**config.mk**
```make
export PLATFORM = sky130hd
export DESIGN_NAME = fp_unpack_align
export DESIGN_NICKNAME = d
export VERILOG_FILES = /design/src/rtl/fp_pkg.sv /design/src/rtl/fp_unpack.sv /design/src/rtl/fp_unpack_align.sv
export SDC_FILE = /design/constraint.sdc
export NUM_CORES = 1
export LEC_CHECK = 0
export BUFFER_PORTS_ARGS = -buffer_cell sky130_fd_sc_hd__buf_2
export CAP_MARGIN = 15
export CORE_ASPECT_RATIO = 1.1
export CORE_UTILIZATION = 25
export DETAILED_ROUTE_END_ITERATION = 6
export SKIP_LAST_GASP = 1
export SLEW_MARGIN = 0
export SYNTH_ARGS = -nofsm -noshare
export SYNTH_HDL_FRONTEND = slang
export SYNTH_SLANG_ARGS = --single-unit
export TNS_END_PERCENT = 20
```
**constraint.sdc**
```tcl
create_clock -name clk -period 10.15 [get_ports clk]
set_clock_uncertainty 0.15 [all_clocks]
set_input_delay 0.5075 -clock clk [delete_from_list [all_inputs] [get_ports clk]]
set_output_delay 0.5075 -clock clk [all_outputs]
set_load 0.005 [all_outputs]
```
**src/rtl/fp_pkg.sv**
```systemverilog
// Shared types and constants for the single-precision add/sub front end.
package fp_pkg;

    localparam int EXP_W    = 8;
    localparam int FRAC_W   = 23;
    localparam int MANT_W   = 27;
    localparam logic [EXP_W-1:0] EXP_MAX = 8'hFF;
    localparam int EXP_BIAS = 127;

    // exp holds the effective exponent (1 for zero/denormal encodings).
    typedef struct packed {
        logic              sign;
        logic [EXP_W-1:0]  exp;
        logic [MANT_W-1:0] mant;
        logic              is_nan;
        logic              is_inf;
        logic              is_zero;
    } unpacked_t;

    typedef enum logic [1:0] {
        IDLE  = 2'd0,
        ALIGN = 2'd1,
        OUT   = 2'd2
    } state_t;

endpackage

```
**src/rtl/fp_unpack.sv**
```systemverilog
// Combinational split of an IEEE 754 single into sign, effective exponent,
// 27-bit mantissa (headroom, hidden, fraction, sticky) and class flags.
module fp_unpack
    import fp_pkg::*;
(
    input  logic [31:0] op_i,
    output unpacked_t   unp_o
);

    logic [EXP_W-1:0]  exp_raw;
    logic [FRAC_W-1:0] frac;
    logic              exp_zero;
    logic              exp_ones;
    logic              frac_zero;

    always_comb begin
        exp_raw   = op_i[30:23];
        frac      = op_i[22:0];
        exp_zero  = (exp_raw == '0);
        exp_ones  = (exp_raw == EXP_MAX);
        frac_zero = (frac == '0);

        unp_o.sign    = op_i[31];
        unp_o.exp     = exp_zero ? 8'd1 : exp_raw;
        unp_o.mant    = {2'b00, ~exp_zero, frac, 1'b0};
        unp_o.is_nan  = exp_ones & ~frac_zero;
        unp_o.is_inf  = exp_ones & frac_zero;
        unp_o.is_zero = exp_zero & frac_zero;
    end

endmodule

```
**src/rtl/fp_unpack_align.sv**
```systemverilog
// FP add/sub front end: unpack, magnitude swap, iterative sticky right-align
// of the smaller mantissa, and a held output bundle for the normalize stage.
module fp_unpack_align
    import fp_pkg::*;
#(
    parameter int SHIFT_STEP = 4
) (
    input  logic              clk,
    input  logic              rst,
    input  logic              in_valid,
    output logic              in_ready,
    input  logic [31:0]       a,
    input  logic [31:0]       b,
    input  logic              sub,
    output logic              out_valid,
    input  logic              out_ready,
    output logic [MANT_W-1:0] mant_big,
    output logic [MANT_W-1:0] mant_small,
    output logic [EXP_W-1:0]  exp_result,
    output logic              result_sign,
    output logic              eff_sub,
    output logic              is_nan,
    output logic              is_inf,
    output logic              is_zero_op,
    output state_t            dbg_state
);

    localparam int STEP_C = (SHIFT_STEP > MANT_W) ? MANT_W :
                            ((SHIFT_STEP < 1) ? 1 : SHIFT_STEP);
    localparam logic [4:0]      STEP_W  = 5'(STEP_C);
    localparam logic [4:0]      REM_MAX = 5'(MANT_W);
    localparam logic [MANT_W:0] ONE_W   = {{MANT_W{1'b0}}, 1'b1};

    unpacked_t unp_a;
    unpacked_t unp_b;

    fp_unpack u_unpack_a (.op_i(a), .unp_o(unp_a));
    fp_unpack u_unpack_b (.op_i(b), .unp_o(unp_b));

    state_t            state_q, state_d;
    logic [4:0]        rem_q, rem_d;
    logic [MANT_W-1:0] mb_q, mb_d;
    logic [MANT_W-1:0] ms_q, ms_d;
    logic [EXP_W-1:0]  exp_q, exp_d;
    logic              sign_q, sign_d;
    logic              eff_q, eff_d;
    logic              nan_q, nan_d;
    logic              inf_q, inf_d;
    logic              zero_q, zero_d;

    // Operand selection and special-value classification for the load.
    logic              sb_eff;
    logic              a_big;
    logic              big_sign;
    logic [EXP_W-1:0]  big_exp;
    logic [EXP_W-1:0]  small_exp;
    logic [MANT_W-1:0] big_mant;
    logic [MANT_W-1:0] small_mant;
    logic [EXP_W-1:0]  diff;
    logic              any_special;
    logic [4:0]        rem_init;
    logic              eff_in;
    logic              nan_in;
    logic              inf_in;
    logic              zero_in;
    logic              sign_in;

    always_comb begin
        sb_eff     = unp_b.sign ^ sub;
        a_big      = (a[30:0] >= b[30:0]);
        big_sign   = a_big ? unp_a.sign : sb_eff;
        big_exp    = a_big ? unp_a.exp  : unp_b.exp;
        small_exp  = a_big ? unp_b.exp  : unp_a.exp;
        big_mant   = a_big ? unp_a.mant : unp_b.mant;
        small_mant = a_big ? unp_b.mant : unp_a.mant;
        diff       = big_exp - small_exp;

        any_special = unp_a.is_nan | unp_b.is_nan | unp_a.is_inf | unp_b.is_inf;
        rem_init    = any_special ? 5'd0 :
                      ((diff > 8'(MANT_W)) ? REM_MAX : diff[4:0]);

        eff_in  = unp_a.sign ^ sb_eff;
        nan_in  = unp_a.is_nan | unp_b.is_nan | (unp_a.is_inf & unp_b.is_inf & eff_in);
        inf_in  = ~nan_in & (unp_a.is_inf | unp_b.is_inf);
        zero_in = unp_a.is_zero & unp_b.is_zero;

        if (nan_in) begin
            sign_in = big_sign;
        end else if (unp_a.is_inf) begin
            sign_in = unp_a.sign;
        end else if (unp_b.is_inf) begin
            sign_in = sb_eff;
        end else if (zero_in) begin
            sign_in = unp_a.sign & sb_eff;
        end else begin
            sign_in = big_sign;
        end
    end

    // One alignment step: shift by up to STEP_C, fold shifted-out bits into bit 0.
    logic [4:0]        step;
    logic [MANT_W:0]   mask_w;
    logic              lost;
    logic [MANT_W-1:0] shifted;
    logic [MANT_W-1:0] shifted_st;

    always_comb begin
        step       = (rem_q > STEP_W) ? STEP_W : rem_q;
        mask_w     = (ONE_W << step) - ONE_W;
        lost       = |(ms_q & mask_w[MANT_W-1:0]);
        shifted    = ms_q >> step;
        shifted_st = {shifted[MANT_W-1:1], shifted[0] | lost};
    end

    always_comb begin
        state_d = state_q;
        rem_d   = rem_q;
        mb_d    = mb_q;
        ms_d    = ms_q;
        exp_d   = exp_q;
        sign_d  = sign_q;
        eff_d   = eff_q;
        nan_d   = nan_q;
        inf_d   = inf_q;
        zero_d  = zero_q;

        case (state_q)
            IDLE: begin
                if (in_valid) begin
                    state_d = ALIGN;
                    rem_d   = rem_init;
                    mb_d    = big_mant;
                    ms_d    = small_mant;
                    exp_d   = big_exp;
                    sign_d  = sign_in;
                    eff_d   = eff_in;
                    nan_d   = nan_in;
                    inf_d   = inf_in;
                    zero_d  = zero_in;
                end
            end
            ALIGN: begin
                if (rem_q == 5'd0) begin
                    state_d = OUT;
                end else begin
                    ms_d  = shifted_st;
                    rem_d = rem_q - step;
                end
            end
            OUT: begin
                if (out_ready) begin
                    state_d = IDLE;
                end
            end
            default: state_d = IDLE;
        endcase
    end

    always_ff @(posedge clk) begin
        if (rst) begin
            state_q <= IDLE;
            rem_q   <= '0;
            mb_q    <= '0;
            ms_q    <= '0;
            exp_q   <= '0;
            sign_q  <= 1'b0;
            eff_q   <= 1'b0;
            nan_q   <= 1'b0;
            inf_q   <= 1'b0;
            zero_q  <= 1'b0;
        end else begin
            state_q <= state_d;
            rem_q   <= rem_d;
            mb_q    <= mb_d;
            ms_q    <= ms_d;
            exp_q   <= exp_d;
            sign_q  <= sign_d;
            eff_q   <= eff_d;
            nan_q   <= nan_d;
            inf_q   <= inf_d;
            zero_q  <= zero_d;
        end
    end

    // Input side: ready only in IDLE. Output side: bundle valid in OUT, held until out_ready.
    assign in_ready    = (state_q == IDLE);
    assign out_valid   = (state_q == OUT);
    assign mant_big    = mb_q;
    assign mant_small  = ms_q;
    assign exp_result  = exp_q;
    assign result_sign = sign_q;
    assign eff_sub     = eff_q;
    assign is_nan      = nan_q;
    assign is_inf      = inf_q;
    assign is_zero_op  = zero_q;
    assign dbg_state   = state_q;

endmodule

```
==> metrics.txt <==
status finished clean; commonest non-fill, non-tap cells in the layout buf_2 (136), nor2_1 (101), nand2_1 (86); Cell Area, Synth 0.00591 mm^2; Post-synth EDFFs 0; Util after Layout between 30% and 40%; worst path bufs/invs 2; Initial DRT Pass Iterations 6; syn_area_per_cell roughly 7.3 um^2; layout cells sized above 1 between 10% and 20%; Synth warnings 0; Max-Cap Viols 0; Post-synth ARST share 0%; commonest non-fill, non-tap cell in the layout buf_2; worst min path class in -> reg; first-pass GRT wire length 33600 um; Pwr Density ~180 mW/mm^2; chip height between 150 and 200 um; Total Wirelength about 21000 um; Clk Latency, worst-skew pair 0.35 ns; period utilization between 40% and 50%; crit-path max cell delay ~0.53 ns; Fmax 203 MHz; Setup-failing EPs final 0; HPWL Detailed around 15000 um; Post-CTS Resized 0; Slew Viols, Final 0; Leakage slightly below 3 nW; vias after detailed routing ~6400; Synth Flop Type dfxtp_1; RSZ-0062 raised after global routing false; clock sinks between 70 and 80; antenna violations before repair 0; number of nets with antenna violations after routing 0; CP required roughly 10 ns; I/O Buffers approximately 140; CP endpoint kind register; n_diodes 0; nets approximately 1000; largest net degree at the start of global routing 73; via count of the first global-routing pass roughly 5900; measured slew at the worst slew-check pin between 1 and 1.5 ns; Cells after Synth 810; vias per inst ~5.3; delay-heaviest family, CP simple AND/OR/NAND/NOR gates; Root Buffer Master clkbuf_16; DIE WIDTH 149 um; num rows 58; wire length per cell between 15 and 20 um; Core Footprint 0.0230 mm^2; IO Pins 140; CTS tree yes; synth unique cells 67; crit path kind in -> reg; synthesis-stage register bit count between 70 and 80; starting DRC count in detailed routing roughly 600; total CTS buffers 9; setup bufs post-CTS 0; DIE AREA between 0.02 and 0.025 mm^2; Final min period about 4.9 ns; hold_buf cts 0; number of H-tree levels 3; Bufs on Longest Clock Path 2; starting density of the core between 20% and 30%; Fin. Hold Viols 0; DR DRC count 0; critical path fanouts, max 35; highest-delay cell along the critical path nand2_2; Area growth, synth to finish 19.3%; GPL Wtd Cong around 0.88; final global-route overflow total 0; CP arrival 5.03 ns; CP cell instances buf_2 > inv_1 > ha_1 > nand4_1 > nor4_1 > nand4_1 > o211ai_1 > o21bai_4 > nand2_2 > mux2_2 > ha_1 > fa_1 > nand2_1 > a41oi_2 > xor2_1 > a31o_1 > and4_4 > a311oi_2; clock-pin slew on the worst setup and hold paths around 0.060 ns; final setup TNS 0 ns; crit path launch type primary input; global-route usage over all layers between 10% and 20%; maximum vdd drop a little under 0.1 mV; Seq/Total Area, Yosys 24.0%; Slew HR around a third
tightest hold or removal path, cell delays in order:
cell and delay (ns):
buf_2 0.08, nor2b_1 0.04, nor3_1 0.11
Yosys cell counts (all sizes together), types with 2 or more instances:
library cell	instances	area share, %
a211oi	45	5.7
a21o	7	0.89
a21oi	56	4.8
a221oi	2	0.59
a22oi	2	0.25
a311oi	48	7.2
a31oi	6	0.64
and2	4	0.42
buf	24	2.2
clkbuf	46	2.9
conb	2	0.13
dfxtp	71	24
ha	41	8.7
inv	37	2.3
mux2	7	1.3
mux2i	29	4.9
nand2	87	5.6
nand2b	5	0.53
nand3	51	4.4
nand4	14	1.5
nor2	101	6.4
nor2b	27	2.9
nor3	16	1.4
nor3b	4	0.51
nor4	13	1.4
o211ai	3	0.38
o21ai	18	1.5
o21bai	2	0.25
o22ai	2	0.21
o31ai	3	0.47
or3	3	0.32
or4	2	0.25
xnor2	7	1.0
xor2	3	0.44
metrics by stage:
stage               cells  total power (W)  hold WS [ns]  cell area [um^2]  worst slack [ns]
floorplan             812         0.000803         0.298              5920              5.82
global placement     1187         0.000973         0.291              6760              5.11
detailed placement   1187         0.000977         0.296              6760              4.93
CTS                  1203          0.00130         0.292              7050              5.27
global route         1203          0.00139         0.321              7050              4.94
finish               1203          0.00130         0.296              7050              5.23
layer usage:
metal / routed length (um) / track usage, % / vias up
li1: - / - / 3136
met1: 9280 / 23.8 / 3029
met2: 9620 / 27.5 / 222
met3: 1850 / 4.22 / 18
met4: 320 / 5.15 / 0
met5: 0 / 0 / -
final timing paths:
path                            slack (ns)  depth (start not counted)                           to                startpoint
worst min register to register        0.31                          2     result_sign$_SDFFE_PP0P_  result_sign$_SDFFE_PP0P_
worst max-delay path                  5.23                         18        rem_q[1]$_SDFFE_PP0P_                     b[21]
worst max register to register        7.00                         10  mant_small[21]$_SDFFE_PP0P_     rem_q[2]$_SDFFE_PP0P_
worst min-delay path                  0.30                          3    dbg_state[0]$_SDFFE_PP0P_                 out_ready
logic make-up (layout without fill, tap and decap cells):
| kind of cell | count (synthesis) | in the layout | synth area share, % |
|---|---|---|---|
| xor gates and xnor gates | 10 | 10 | 1.48 |
| and+or+nand+nor | 333 | 333 | 26.3 |
| muxes | 36 | 36 | 6.24 |
| adders and majority gates | 42 | 42 | 9.02 |
| buffers and inverters | 107 | 198 | 7.45 |
| other | 2 | 4 | 0.127 |
| DFF | 71 | 71 | 24.0 |
| AOI/OAI and AO/OA | 209 | 209 | 25.3 |
power by group:
| part | internal [W] | total [W] | switching [W] | leakage, nW |
|---|---|---|---|---|
| clock | 0.000190 | 0.000321 | 0.000132 | 0.142 |
| combinational | 0.000234 | 0.000576 | 0.000341 | 2.23 |
| sequential | 0.000327 | 0.000400 | 0.0000733 | 0.586 |
| total | 0.000751 | 0.00130 | 0.000546 | 2.96 |
area by class of cell:
class,instances,area (um^2)
clock inverter,6,61.3
fill,2516,16000
timing repair buffer,145,748
multi-input combinational,634,4080
inverter,37,139
sequential,71,1420
tap,300,375
clock buffer,10,229
state kept, by name (all words and copies together), names as in the netlist:
| register | count |
|---|---|
| mant_small | 27 |
| mant_big | 24 |
| exp_result | 8 |
| rem_q | 5 |
| dbg_state | 2 |
| eff_sub | 1 |
| is_inf | 1 |
| is_nan | 1 |
| is_zero_op | 1 |
| result_sign | 1 |
Power figures use the tool's default switching activity.
